--- config.mk ---
export PLATFORM = sky130hd
export DESIGN_NAME = m_pred
export DESIGN_NICKNAME = d
export VERILOG_FILES = /design/src/rtl/m_pkg.sv /design/src/rtl/m_pred.sv
export SDC_FILE = /design/constraint.sdc
export NUM_CORES = 1
export LEC_CHECK = 0
export ABC_CLOCK_PERIOD_IN_PS = 1200
export CORE_AREA = 2 2 39 41
export DETAILED_ROUTE_END_ITERATION = 8
export DIE_AREA = 0 0 41 43
export SLEW_MARGIN = 10
export SYNTH_ARGS = -nofsm -noshare
export SYNTH_HDL_FRONTEND = slang
export SYNTH_SLANG_ARGS = --single-unit
--- constraint.sdc ---
create_clock -name clk -period 1.2 [get_ports clk]
set_input_delay 0.18 -clock clk [delete_from_list [all_inputs] [get_ports clk]]
set_output_delay 0.18 -clock clk [all_outputs]
set_load 0.02 [all_outputs]
--- src/rtl/m_pkg.sv ---
// Shared definitions for the x^4+x^3+1 m-sequence checker and its generator.
package m_pkg;

   // Checker FSM states: hunting for alignment, or flywheeling on prediction.
   typedef enum logic {
      SEARCH = 1'b0,
      LOCK   = 1'b1
   } state_t;

   // History taps: p = h[TAP_NEW] ^ h[TAP_OLD] realises s(n) = s(n-1) ^ s(n-4).
   localparam int TAP_NEW = 0;
   localparam int TAP_OLD = 3;

   // Number of valid bits shifted in without comparison after entering SEARCH.
   localparam int FILL_LEN = 4;

   // Reset seed of the companion generator; gives 111101011001000...
   localparam logic [3:0] SEED = 4'b1111;

endpackage

--- src/rtl/m_pred.sv ---
// Four-bit history with next-bit prediction and mismatch detection.
// h[0] is the newest bit. In SEARCH the history follows din (self-sync);
// in LOCK it follows its own prediction so a bad bit is never fed back.
module m_pred
   import m_pkg::*;
(
   input  logic clk,
   input  logic res,
   input  logic shift,
   input  logic sel_p,
   input  logic din,
   output logic p,
   output logic m,
   output logic h_zero
);

   logic [3:0] h;
   logic       nxt;

   assign p      = h[TAP_NEW] ^ h[TAP_OLD];
   assign m      = din ^ p;
   assign h_zero = (h == 4'b0000);
   assign nxt    = sel_p ? p : din;

   // History shift register; advances only on qualified samples.
   always_ff @(posedge clk) begin
      if (!res) begin
         h <= 4'b0000;
      end else if (shift) begin
         h <= {h[2:0], nxt};
      end
   end

endmodule

### Yosys cells after proc, flatten, opt, wreduce, memory -nomap -nowiden

Cells that the tools add are included.

* bitwise logic cells: 2
* reduce and logical (&&, ||, !) cells: 1
* mux-type cells: 1

Operators with widths (count)
* 4-bit zero test: 1
* 1-bit XOR: 2
* 1-bit 2-to-1 mux: 1

* register bits after elaboration: 4
* output and inout bits: 3

### Logic depth before layout (Yosys ltp)

* word-level depth: 2
* gate-level depth with buffers: 3
* depth with buffers taken out: 3

### Worst setup path after synthesis

OpenSTA, ideal clock, no wires.

* path type: register -> output
* start point: reg h[0]
* end point: out m
* arrival: 1107 ps
* stages on the path, launching flop included: 3
* slack: -87 ps
* cell sequence: dfxtp_1 -> xor2_1 -> xnor2_1

* word-level cells in the longest chain between the ends: 2

Ends and longest elaborated chain
* start, declared: line m_pred.sv:17 `logic [3:0] h;`
* start signal, assigned: line m_pred.sv:30 `h <= {h[2:0], nxt};`
* 1-bit XOR: line m_pred.sv:20 `assign p = h[TAP_NEW] ^ h[TAP_OLD];`
* via p: line m_pred.sv:12 `output logic p,`
* 1-bit XOR: line m_pred.sv:21 `assign m = din ^ p;`
* end, declared: line m_pred.sv:13 `output logic m,`

The timed path passes the listed nets, and every way through them passes these cells.

### Worst setup path after layout

* start point: reg h[3]
* end point: out m

* word-level cells in the longest chain between the ends: 2

Ends and longest elaborated chain (line)
* 1-bit XOR: m_pred.sv:20
* 1-bit XOR: m_pred.sv:21

No other way between the ends.

==> metrics.cfg <==
[clock_network]
ctsHoldBuffers = 0
clock_tree_sinks = 4
htreeDepth = 1
clk_slew_on_worst_s_h_paths_ns = 0.04
cts_tree = built
cts_buffer_depth = 2
clock_latency_ns = 0.23
cts_inserted_buffers = 3
cts_root_buf = clkbuf_4
cts_setup_buffers = 0

[pwr]
power.internal_mw = 0.282
ir_worst_vdd_mv = 0.333
power-per-cell-area_nw_per_um2 = 1060
power_switching_mw = 0.0817
power.leakage_nw = 0.150
p_sw_share_pct = 22.4
pwr-share-seq_pct = 37.8
power_frac_comb_pct = 17.5
clock_network_power_share_pct = 44.7

[final_layout]
area.sequential_sq_um = 85.1
top_regs = h x4
finish.instance_area_sq_um = 344
nFillCells = 157
drive_above_1_share_pct = 44.1
flip_flop_count_of_the_largest_register_all_copies_and_words_added = 4
design.final.nets = 41
flow.area_growth_from_synthesis_pct = 74.1
area_of_the_multi_input_gates_sq_um = 123
antenna_cells = 0
most_frequent_standard_cell_in_the_layout_excluding_fill_and_tap_cells = buf_4
mostFrequentLayoutCells = buf_4, clkdlybuf4s50_1, mux2i_1, nor2b_1, clkbuf_4
registers.top_by_ff_count = h
postLayoutCoreUtil_pct = 24.9

[detailed_routing]
routed_via_density = 3.60
route.antenna.remaining_nets = 0
detailed_route_via_count = 180
drt-initial-drc-count = 6
drt-pass1-iter-count = 2
routedWlPerCell_um = 7.90
drc_errors = 0
detail_route.wirelength_um = 395

[global_routing]
first_pass_grt_wire_length_um = 655
grt.overflow.total = 0
grt_start_max_net_pins = 6
grt_antenna_before_repair = 0
global_route.usage.total_pct = 6.53
first_global_vias = 178

[logic_synthesis]
post_synth_instance_area_sq_um = 198
synthesis.nets = 26
ys_top_cells_by_area = dfxtp_1, mux2i_1, nor2b_1
synth_top_area_share_pct = 40.5
yosys.area.top_type = dfxtp_1
ys_ff_latch = 4
syn-mean-instance-area_sq_um = 9.41
synth_cell_type_count = 14
post_synth_inst_count = 21
synth-warning-count = 0
ys_seq_area_share_pct = 40.5

[worst_setup_path]
worst-path-buf-inv = 1
cp_slowest_stage_delay_ns = 0.36
critical_path.slowest_cell = dfxtp_4
cp-end-kind = primary output
timing.critical_path.arrival_ns = 1.04
critical-path-top-delay-family = flip-flops
reg2reg_depth = 4
crit_path_start_kind = flop
critical_path.max_fanout = 4
worst-setup-path-type = flop to primary output
cp_data_required_time_ns = 1.02
path_cells = xor2_2 -> xnor2_1 -> buf_4
cp_depth = 3

[placement]
placed_cell_area_sq_um = 327
dp_worst_setup_slack_ns = -0.420
gpl.final_weighted_congestion = 0.652
dpl.hpwl_um = 305
port-buffer-count = 7

[die]
die-area_sq_um = 1760
floorplan.rows = 14
io_pins = 8
die_width_um = 41
floorplan.initialDensity_pct = 14.3
fp.dieH_um = 43
core_area_sq_um = 1380

[timing]
setup-violations-final = 2
timing.final.max_slew_violations = 0
finalWorstPathRequiredPeriod_ns = 1.22
max_clock_freq_mhz = 818
setup_clock_skew_after_layout_ns = 0.00245
post-route-worst-setup-slack_ns = -0.0224
hold_slack_ns = 0.575
timing.slew.headroom_pct = 84.1
rsz0062_at_grt = yes
worst_pin_slew_ns = 0.238
hold_viol = 0
final.period_utilization_pct = 102

[outcome]
run_status = complete, but fails checks
violations = setup timing

[hold_path]
timing.hold.worst_path_depth = 2
holdCritPathClass = flop to flop

[flow_run]
maxCapViolCount = 0

==> per-stage QoR <==
step | instances | TNS [ns] | total power, mW
floorplan | 21 | 0 | 0.174
global placement | 47 | -0.890 | 0.209
detailed placement | 47 | -0.897 | 0.209
CTS | 50 | -0.100 | 0.375
global route | 50 | -0.175 | 0.390
finish | 50 | -0.0304 | 0.364
==> path summary, 6_finish.rpt <==
path / slack [ns] / endpoint / startpoint
setup / recovery: -0.02 / m / h[3]
hold / removal: 0.57 / h[3] / h[3]
setup reg to reg: 0.20 / h[0] / h[0]
hold reg to reg: 0.57 / h[3] / h[3]
==> Yosys cell counts <==
cell type / instances
xor2_1: 1
nand3b_1: 1
inv_1: 1
a21oi_1: 1
buf_2: 1
a31o_2: 1
o21ai_0: 1
nand2_1: 1
mux2i_1: 3
nor2b_1: 3
nor4_1: 1
dfxtp_1: 4
nand2b_1: 1
xnor2_1: 1
==> area by class of cell <==
class                   count  share of cell area [%]
well taps                  16                    5.82
inverters                   1                    1.09
multi-input cells          15                    35.6
clock buffers               3                    6.55
repair buffers             11                    26.2
flip-flops and latches      4                    24.7
==> layer usage <==
metal  up-vias  GRT usage, %  part of all wire, %
li1         96             -                    -
met1        78          5.81                   43
met2         6          8.13                   47
met3         0          4.71                  9.6
met4         0          8.00                    0
met5         -             0                    0
==> tightest hold or removal path, delay by kind of cell (launching register included) <==
kind             cells  cell delay (ns)
DFF                  1             0.36
and+or+nand+nor      1             0.10
muxes                1             0.07
==> logic make-up (layout without fill, tap and decap cells) <==
family	count (synthesis)	count (layout)	share of synthesized area, %
AO/OA/AOI/OAI	3	3	9.49
XOR/XNOR	2	2	8.86
buffers and inverters	2	15	4.43
flip-flops	4	4	40.5
multiplexers	3	3	15.2
AND/OR/NAND/NOR	7	7	21.5
==> power by group through the flow <==
stage               clock network (mW)  registers, mW  logic [mW]
detailed placement                   0          0.141      0.0681
floorplan                            0          0.142      0.0317
finish                           0.163          0.138      0.0636
CTS                              0.176          0.138      0.0608
global route                     0.181          0.138      0.0705
global placement                     0          0.141      0.0680
==> repair_timing <==
| item | 4_1_cts | 5_1_grt |
|---|---|---|
| endpoints found under the setup margin | 3 | 2 |
| gates resized for setup | 17 | 2 |
| pin swaps | 2 | 0 |
Power figures use the tool's default switching activity.
